File: src/rtl/inst_fetcher.sv
// Instruction fetch unit: PC, 16-entry direct-mapped I-cache and a single
// valid/ready output slot, requesting misses from the memory controller.
module inst_fetcher #(
  parameter int          INDEX_WIDTH = 4,
  parameter logic [31:0] RESET_PC    = 32'h0
) (
  input  logic        clk_in,
  input  logic        rst_in,
  input  logic        rdy_in,
  input  logic        if_load_done,
  input  logic [31:0] mem_ctrl_instru_to_if,
  output logic        if_read_or_not,
  output logic [31:0] intru_addr,
  input  logic        decode_ready,
  output logic        inst_valid,
  output logic [31:0] inst,
  output logic [31:0] inst_pc,
  input  logic        jump_flag,
  input  logic [31:0] jump_target
);

  localparam int ENTRIES = 1 << INDEX_WIDTH;
  localparam int TAG_W   = 32 - INDEX_WIDTH - 2;

  typedef enum logic {
    IDLE     = 1'b0,
    WAIT_MEM = 1'b1
  } state_t;

  state_t                   r_state;
  logic [31:0]              r_pc;
  logic                     r_req;
  logic [31:0]              r_addr;
  logic                     r_inst_valid;
  logic [31:0]              r_inst;
  logic [31:0]              r_inst_pc;
  logic [ENTRIES-1:0]       r_valid;
  logic [TAG_W-1:0]         r_tag  [ENTRIES];
  logic [31:0]              r_data [ENTRIES];

  state_t                   w_state_nxt;
  logic [31:0]              w_pc_nxt;
  logic                     w_req_nxt;
  logic [31:0]              w_addr_nxt;
  logic                     w_inst_valid_nxt;
  logic [31:0]              w_inst_nxt;
  logic [31:0]              w_inst_pc_nxt;

  logic [INDEX_WIDTH-1:0]   w_idx;
  logic [TAG_W-1:0]         w_tag;
  logic                     w_hit;
  logic                     w_slot_free;
  logic                     w_fill;
  logic [INDEX_WIDTH-1:0]   w_fill_idx;
  logic [TAG_W-1:0]         w_fill_tag;

  assign w_idx       = r_pc[INDEX_WIDTH+1:2];
  assign w_tag       = r_pc[31:INDEX_WIDTH+2];
  assign w_hit       = r_valid[w_idx] && (r_tag[w_idx] == w_tag);
  assign w_slot_free = !r_inst_valid || decode_ready;

  // A completion only counts while a request is outstanding; the fill
  // proceeds even when a jump arrives in the same cycle.
  assign w_fill      = (r_state == WAIT_MEM) && if_load_done;
  assign w_fill_idx  = r_addr[INDEX_WIDTH+1:2];
  assign w_fill_tag  = r_addr[31:INDEX_WIDTH+2];

  always_comb begin
    w_state_nxt      = r_state;
    w_pc_nxt         = r_pc;
    w_req_nxt        = r_req;
    w_addr_nxt       = r_addr;
    w_inst_valid_nxt = r_inst_valid;
    w_inst_nxt       = r_inst;
    w_inst_pc_nxt    = r_inst_pc;

    if (r_inst_valid && decode_ready) begin
      w_inst_valid_nxt = 1'b0;
    end

    if (jump_flag) begin
      w_pc_nxt         = jump_target;
      w_inst_valid_nxt = 1'b0;
      w_state_nxt      = IDLE;
      w_req_nxt        = 1'b0;
    end else begin
      case (r_state)
        IDLE: begin
          if (w_slot_free) begin
            if (w_hit) begin
              w_inst_nxt       = r_data[w_idx];
              w_inst_pc_nxt    = r_pc;
              w_inst_valid_nxt = 1'b1;
              w_pc_nxt         = r_pc + 32'd4;
            end else begin
              w_req_nxt   = 1'b1;
              w_addr_nxt  = r_pc;
              w_state_nxt = WAIT_MEM;
            end
          end
        end
        WAIT_MEM: begin
          // Address stays put while waiting: memctrl restarts on any change.
          if (if_load_done) begin
            w_req_nxt   = 1'b0;
            w_state_nxt = IDLE;
          end
        end
        default: begin
          w_state_nxt = IDLE;
        end
      endcase
    end
  end

  always_ff @(posedge clk_in) begin
    if (rst_in) begin
      r_state      <= IDLE;
      r_pc         <= RESET_PC;
      r_req        <= 1'b0;
      r_addr       <= 32'h0;
      r_inst_valid <= 1'b0;
      r_inst       <= 32'h0;
      r_inst_pc    <= 32'h0;
      r_valid      <= '0;
    end else if (rdy_in) begin
      r_state      <= w_state_nxt;
      r_pc         <= w_pc_nxt;
      r_req        <= w_req_nxt;
      r_addr       <= w_addr_nxt;
      r_inst_valid <= w_inst_valid_nxt;
      r_inst       <= w_inst_nxt;
      r_inst_pc    <= w_inst_pc_nxt;
      if (w_fill) begin
        r_valid[w_fill_idx] <= 1'b1;
      end
    end
  end

  // Tag and data storage are qualified by r_valid, so they need no reset.
  always_ff @(posedge clk_in) begin
    if (rdy_in && !rst_in && w_fill) begin
      r_tag[w_fill_idx]  <= w_fill_tag;
      r_data[w_fill_idx] <= mem_ctrl_instru_to_if;
    end
  end

  assign if_read_or_not = r_req;
  assign intru_addr     = r_addr;
  assign inst_valid     = r_inst_valid;
  assign inst           = r_inst;
  assign inst_pc        = r_inst_pc;

endmodule

File: config.mk
export PLATFORM = sky130hd
export DESIGN_NAME = inst_fetcher
export DESIGN_NICKNAME = d
export VERILOG_FILES = /design/src/rtl/inst_fetcher.sv
export SDC_FILE = /design/constraint.sdc
export NUM_CORES = 1
export LEC_CHECK = 0
export CAP_MARGIN = 20
export CORE_ASPECT_RATIO = 1.25
export CORE_MARGIN = 2
export CORE_UTILIZATION = 45
export DETAILED_ROUTE_END_ITERATION = 10
export HOLD_SLACK_MARGIN = 0.08
export SYNTH_ARGS = -nofsm -noshare
export SYNTH_HDL_FRONTEND = slang
export SYNTH_SLANG_ARGS = --single-unit
File: constraint.sdc
create_clock -name clk_in -period 10.85 [get_ports clk_in]
set_input_delay 2.17 -clock clk_in [delete_from_list [all_inputs] [get_ports clk_in]]
set_output_delay 2.17 -clock clk_in [all_outputs]
set_load 0.1 [all_outputs]
==> results.toml, run 1 <==
[clock_tree]
h-tree-depth = 3
cts.repair.resized = 0
hold_buffers = 0
cts_tree = "built"
cts_buffers = 106
clkSlewWorstSetupHoldPaths_ps = 60
cts_setup_buffers = 0
clk_path_buf_depth = 3
cts.sinks = 1079
clk_latency_ps = 690
root_buffer = "clkbuf_16"

[final_layout]
area_delta_synth_final_pct = 15.6
final_nets = 2544
drive_above_1_share = 0.199
fillers = 7415
diodes = 0

[route]
dr_total_vias = 22477
drt_iter0_markers = 2282
routed_via_density = 5.94
drt-total-wl_um = 111000
wl_per_cell_um = 29.3
dr.pass1.iters = 5
final_antenna_net_count = 0
drc = 0

[sta]
tightest_slew_ps = 1130
clock.fmax_ghz = 0.166
setup_tns_ps = 0
finalHoldViolations = 0
maxSlewHeadroom = 0.247
layout_min_cycle_time_ps = 6020
drv_slew = 0
setup_slack_ps = 4830
setup_viol = 0
rsz0062_at_grt = "false"
fin_crit_sh = 0.555
final.setup_skew_ps = 31.8

[power_and_ir_drop]
leakage_nw = 14.8
clkPwrFrac = 0.433
switching_share = 0.208
switching_power_mw = 1.78
seq_power_share = 0.527
combPwrFrac = 0.039
power.density_mw_per_mm2 = 173
ir_drop_uv = 140
p_int_mw = 6.79

[worst_setup_path]
cpMostUsedCell = "buf_4"
slowest_delay_ps = 760
cpMaxStageDelayCell = "dfxtp_4"
crit_required_ps = 11440
cp-start-kind = "flop"
crit_fanout = 44
cp.arrival_ps = 6610
crit_type = "reg2reg"
cp-end-kind = "flop"
path_cells = "buf_4, mux4_2, a22o_1, a221oi_1, xor2_1, nand2_1, a2111oi_4, nand4b_4, nor2_4, buf_4, mux2i_1"

[worst_hold_path]
hp-class = "reg2reg"

[place]
portBuffers = 167
dpl.hpwl_um = 62800
place.gp.congestion = 0.855
pre_cts_slack_ps = 4800

[global_routing]
gr-total-overflow = 0
grt_pass1_wl_um = 160000
grt_usage = 0.228
grt_max_degree = 88
grt_pass1_vias = 22855
antenna_found_initial = 7

[synthesis]
yosysWarnings = 0
ys_seq_area_frac = 0.721
synthFlopType = "edfxtp_1"
yosysUniqueCellTypes = 69
synthArstFlopShare = 0
synth_area_mm2 = 0.0428
syn_avg_cell_area_um2 = 18.7
syn_nets = 2356
synth_edf_count = 928
ys_ff_latch = 1079
syn_inst = 2285

[floorplan]
core_mm2 = 0.0944
ios = 168
die_h_um = 349
start_util = 0.453
num_rows = 126
die_w_um = 280
dieArea_mm2 = 0.0977

[flow_run]
drv_cap = 0

[outcome]
outcome = "completed"
[flip-flops by register name, indices dropped and copies added (netlist names), named ones only]
name            flops
if_read_or_not      1
inst               32
inst_pc            32
inst_valid          1
intru_addr         32
r_data            512
r_pc               32
r_state             1
r_tag             416
r_valid            16
[layer usage]
layer  wire length [µm]  track usage
met1              45900        0.313
met2              54900        0.377
met3               7040       0.0353
met4               2920       0.0682
met5                 60            0
[synthesized netlist by cell type, types with 4 or more instances]
cell type | count | area [µm²]
dfxtp_1 | 151 | 3020
edfxtp_1 | 928 | 27900
nor2b_1 | 11 | 68.8
clkbuf_1 | 71 | 267
a22oi_1 | 15 | 113
mux2_2 | 8 | 90.1
buf_1 | 28 | 105
o31ai_1 | 22 | 165
o21ai_0 | 26 | 130
nor2_1 | 65 | 244
xnor2_1 | 20 | 175
a21oi_1 | 26 | 130
nand2_1 | 52 | 195
buf_2 | 15 | 75.1
and3_1 | 12 | 75.1
and2_1 | 10 | 62.6
mux2i_1 | 174 | 1740
or3_1 | 5 | 31.3
nor3_1 | 24 | 120
mux4_2 | 245 | 5520
o211ai_1 | 5 | 37.5
nand3_1 | 21 | 105
a211oi_1 | 13 | 97.6
a22o_1 | 11 | 96.3
xor2_1 | 9 | 78.8
o22ai_1 | 19 | 119
nor4_1 | 7 | 43.8
inv_1 | 30 | 113
buf_6 | 11 | 124
nand4_1 | 5 | 31.3
a221oi_1 | 5 | 43.8
a2bb2oi_1 | 5 | 43.8
buf_4 | 10 | 75.1
a2111oi_0 | 4 | 35.0
and4_1 | 5 | 43.8
nand2b_1 | 168 | 1050
[worst max-delay path, delay by kind of cell (launching register included)]
family          cells  cell delay [ps]
flops               1              760
buf+inv             2             1480
mux                 2              860
xor+xnor            1              310
compound gates      3              910
simple gates        3             1440
[cell type report]
| class | instances | area, µm² | share of cell area |
|---|---|---|---|
| sequential | 1079 | 30900 | 0.624 |
| multi-input combinational | 1034 | 11200 | 0.227 |
| clock buffer | 142 | 2980 | 0.0603 |
| timing repair buffer | 219 | 2180 | 0.0440 |
| tap | 1216 | 1520 | 0.0307 |
| clock inverter | 59 | 564 | 0.0114 |
| inverter | 33 | 124 | 0.00250 |
[metrics by stage]
stage               hold slack, ps   util  power [mW]  cells  cell area [µm²]
global placement               448  0.485        4.94   3574            45800
global route                   490  0.524        8.81   3782            49500
finish                         461  0.524        8.57   3782            49500
CTS                            466  0.523        8.63   3777            49400
detailed placement             457  0.485        4.94   3576            45800
floorplan                      437      -        4.82   2285            42800
[power groups by stage]
stage | logic (mW) | clock network [mW] | registers [mW]
after floorplan | 0.218 | 0 | 4.60
after global placement | 0.329 | 0 | 4.61
after detailed placement | 0.335 | 0 | 4.61
after CTS | 0.336 | 3.77 | 4.52
after global routing | 0.357 | 3.93 | 4.52
final | 0.335 | 3.71 | 4.52
[layout by cell type, fill, tap and decap left out, types with 15 or more instances in the layout]
| cell type | instances |
|---|---|
| nor2_4 | 17 |
| nand2b_1 | 168 |
| mux2i_1 | 174 |
| clkbuf_1 | 22 |
| a22oi_1 | 15 |
| o21ai_0 | 26 |
| clkinv_2 | 25 |
| clkbuf_16 | 111 |
| clkdlybuf4s50_1 | 164 |
| nand3_1 | 21 |
| nor3_1 | 24 |
| o31ai_1 | 22 |
| clkinv_1 | 15 |
| buf_4 | 46 |
| mux4_2 | 245 |
| o22ai_1 | 19 |
| xnor2_1 | 20 |
| nand2_1 | 52 |
| edfxtp_1 | 928 |
| dfxtp_1 | 143 |
| a21oi_1 | 26 |
| nor2_1 | 48 |
| inv_1 | 30 |
[final timing paths]
check                              from     endpoint  slack [ps]  depth (start not counted)
worst max-delay path               flop  inst_pc[26]        4830                         11
worst min-delay path            r_pc[0]      r_pc[0]         460                          2
worst max register to register     flop  inst_pc[26]        4830                         11
worst min register to register  r_pc[0]      r_pc[0]         460                          2
[kinds of logic (layout without fill, tap and decap cells)]
kind of cell / count (synthesis) / after routing / synth area share
buf+inv: 172 / 453 / 0.0196
simple gates: 404 / 404 / 0.0526
mux: 427 / 427 / 0.172
compound gates: 173 / 173 / 0.0286
flops: 1079 / 1079 / 0.721
xor+xnor: 29 / 29 / 0.00593
fa+ha+maj: 1 / 1 / 0.000292
Note: power is estimated with default switching activity, not from simulation.
==> run 2, diff against run 1 <==
Clock period 10.85 ns to 6 ns, I/O delays scaled along.
==> results.toml, run 2 (synthesis results as in run 1) <==
[sta]
drv_slew = 0
final.setup_skew_ps = 33.8
setup_viol = 0
layout_min_cycle_time_ps = 5180
fin_crit_sh = 0.864
setup_tns_ps = 0
finalHoldViolations = 0
tightest_slew_ps = 1190
maxSlewHeadroom = 0.201
rsz0062_at_grt = "false"
clock.fmax_ghz = 0.193

[clock_tree]
clk_path_buf_depth = 3
h-tree-depth = 3
cts.repair.resized = 0
clk_latency_ps = 690
cts_setup_buffers = 0
clkSlewWorstSetupHoldPaths_ps = 60
cts_buffers = 105
hold_buffers = 0
cts_tree = "built"
root_buffer = "clkbuf_16"
cts.sinks = 1079

[flow_run]
drv_cap = 0

[final_layout]
mostFrequentLayoutCells = "928 x edfxtp_1, 245 x mux4_2, 174 x mux2i_1"
largest_reg_flops = 512
instances_no_fill = 3793
area_delta_synth_final_pct = 15.8
drive_above_1_share = 0.200
final_common_cell = "edfxtp_1"
ff_latch_area_mm2 = 0.0309
multi_input_area_mm2 = 0.0112
fillers = 7400
final_nets = 2559
design_area_mm2 = 0.0496
reg.largest.list = "r_data: 512 flops, r_tag: 416 flops"
top_register = "r_data"

[power_and_ir_drop]
power.density_mw_per_mm2 = 313
ir_drop_uv = 266
finalPower_mw = 15.5
leakage_nw = 14.8

[place]
place_area_mm2 = 0.0461
place.gp.congestion = 0.896
placed_cells = 3597
dpl.hpwl_um = 66100
portBuffers = 167

[floorplan]
core_mm2 = 0.0944
num_rows = 126
die_w_um = 280
ios = 168
dieArea_mm2 = 0.0977
start_util = 0.453
die_h_um = 349

[worst_setup_path]
cpMostUsedCell = "mux2i_1"
path_cells = "buf_4, buf_4, mux4_2, mux2i_1, mux2i_1, o22ai_1, a2111oi_1, nand4_1, nor4bb_2, or2_4, mux2i_1"
slowest_delay_ps = 960
cp_num_cells = 11
crit_fanout = 27
crit_buf_inv = 2
cpMaxStageDelayCell = "nor4bb_2"
critPathCapture = "intru_addr[11]"
reg2reg_depth = 11
r2r_end = "intru_addr[11]"
reg2reg_slack_ps = 820
cp.arrival_ps = 5790
cp-start-kind = "flop"
crit_required_ps = 6600
cp-end-kind = "flop"
crit_type = "reg2reg"
cp_top_family = "simple AND/OR/NAND/NOR gates"

[route]
drt-total-wl_um = 110000
final_antenna_net_count = 0
routed_via_density = 5.86
drc = 0
dr_total_vias = 22241
dr.pass1.iters = 7
drt_iter0_markers = 2008
wl_per_cell_um = 29.0

[global_routing]
gr-total-overflow = 0
grt_pass1_wl_um = 161000
grt_max_degree = 91
grt_usage = 0.228
antenna_found_initial = 10
grt_pass1_vias = 23142

[worst_hold_path]
min_delay_path_depth = 2
hp-class = "reg2reg"
hp-start = "r_pc[0]"

[outcome]
outcome = "completed"
==> run 2: cell types whose count changed in the layout (fill, tap and decap cells not counted), moves of 4 or more <==
cell       previous run  this run
clkinv_1             15        22
bufinv_16             9        13
clkbuf_16           111       107
buf_12                1         8
buf_16                5         0
clkinv_2             25        14
buf_4                46        61
==> run 2: where the power goes <==
part | switching (mW) | total (mW) | internal, mW
logic | 0.326 | 0.599 | 0.273
registers | 0.0666 | 8.18 | 8.11
clock network | 2.81 | 6.74 | 3.93
==> run 2: layout make-up <==
class                      count  area share
sequential                  1079       0.623
multi-input combinational   1034       0.226
clock buffer                 136      0.0579
timing repair buffer         235      0.0459
tap                         1216      0.0307
clock inverter                59      0.0133
inverter                      33     0.00250
antenna                        1   0.0000505
==> run 2: worst min-delay path by stage <==
stage / to / slack [ps]
2_1_floorplan: r_pc[0] / 440
3_3_place_gp: r_pc[0] / 450
3_5_place_dp: r_pc[0] / 450
4_1_cts: r_pc[0] / 460
5_1_grt: r_pc[1] / 480
6_report: r_pc[0] / 470
==> run 2: worst reg2reg max path, stage by stage (launching register included) <==
cell	delay, ps
dfxtp_2	650
buf_4	350
buf_4	470
mux4_2	580
mux2i_1	190
mux2i_1	220
o22ai_1	150
a2111oi_1	290
nand4_1	420
nor4bb_2	960
or2_4	570
mux2i_1	260
==> run 2: per-stage QoR <==
stage | setup WS, ps | utilization | hold WS [ps]
2_1_floorplan | 1010 | - | 437
3_3_place_gp | 1060 | 0.488 | 446
3_5_place_dp | 960 | 0.488 | 447
4_1_cts | 939 | 0.525 | 461
5_1_grt | 503 | 0.525 | 481
6_report | 816 | 0.525 | 466
==> run 2: per-layer routing <==
metal	track usage	vias up	routed length, µm	share of wire
met5	0	-	119	0.0011
met4	0.0770	20	3240	0.029
met3	0.0459	179	7590	0.069
met2	0.380	758	54700	0.50
met1	0.301	11719	44500	0.40
li1	-	9565	-	-
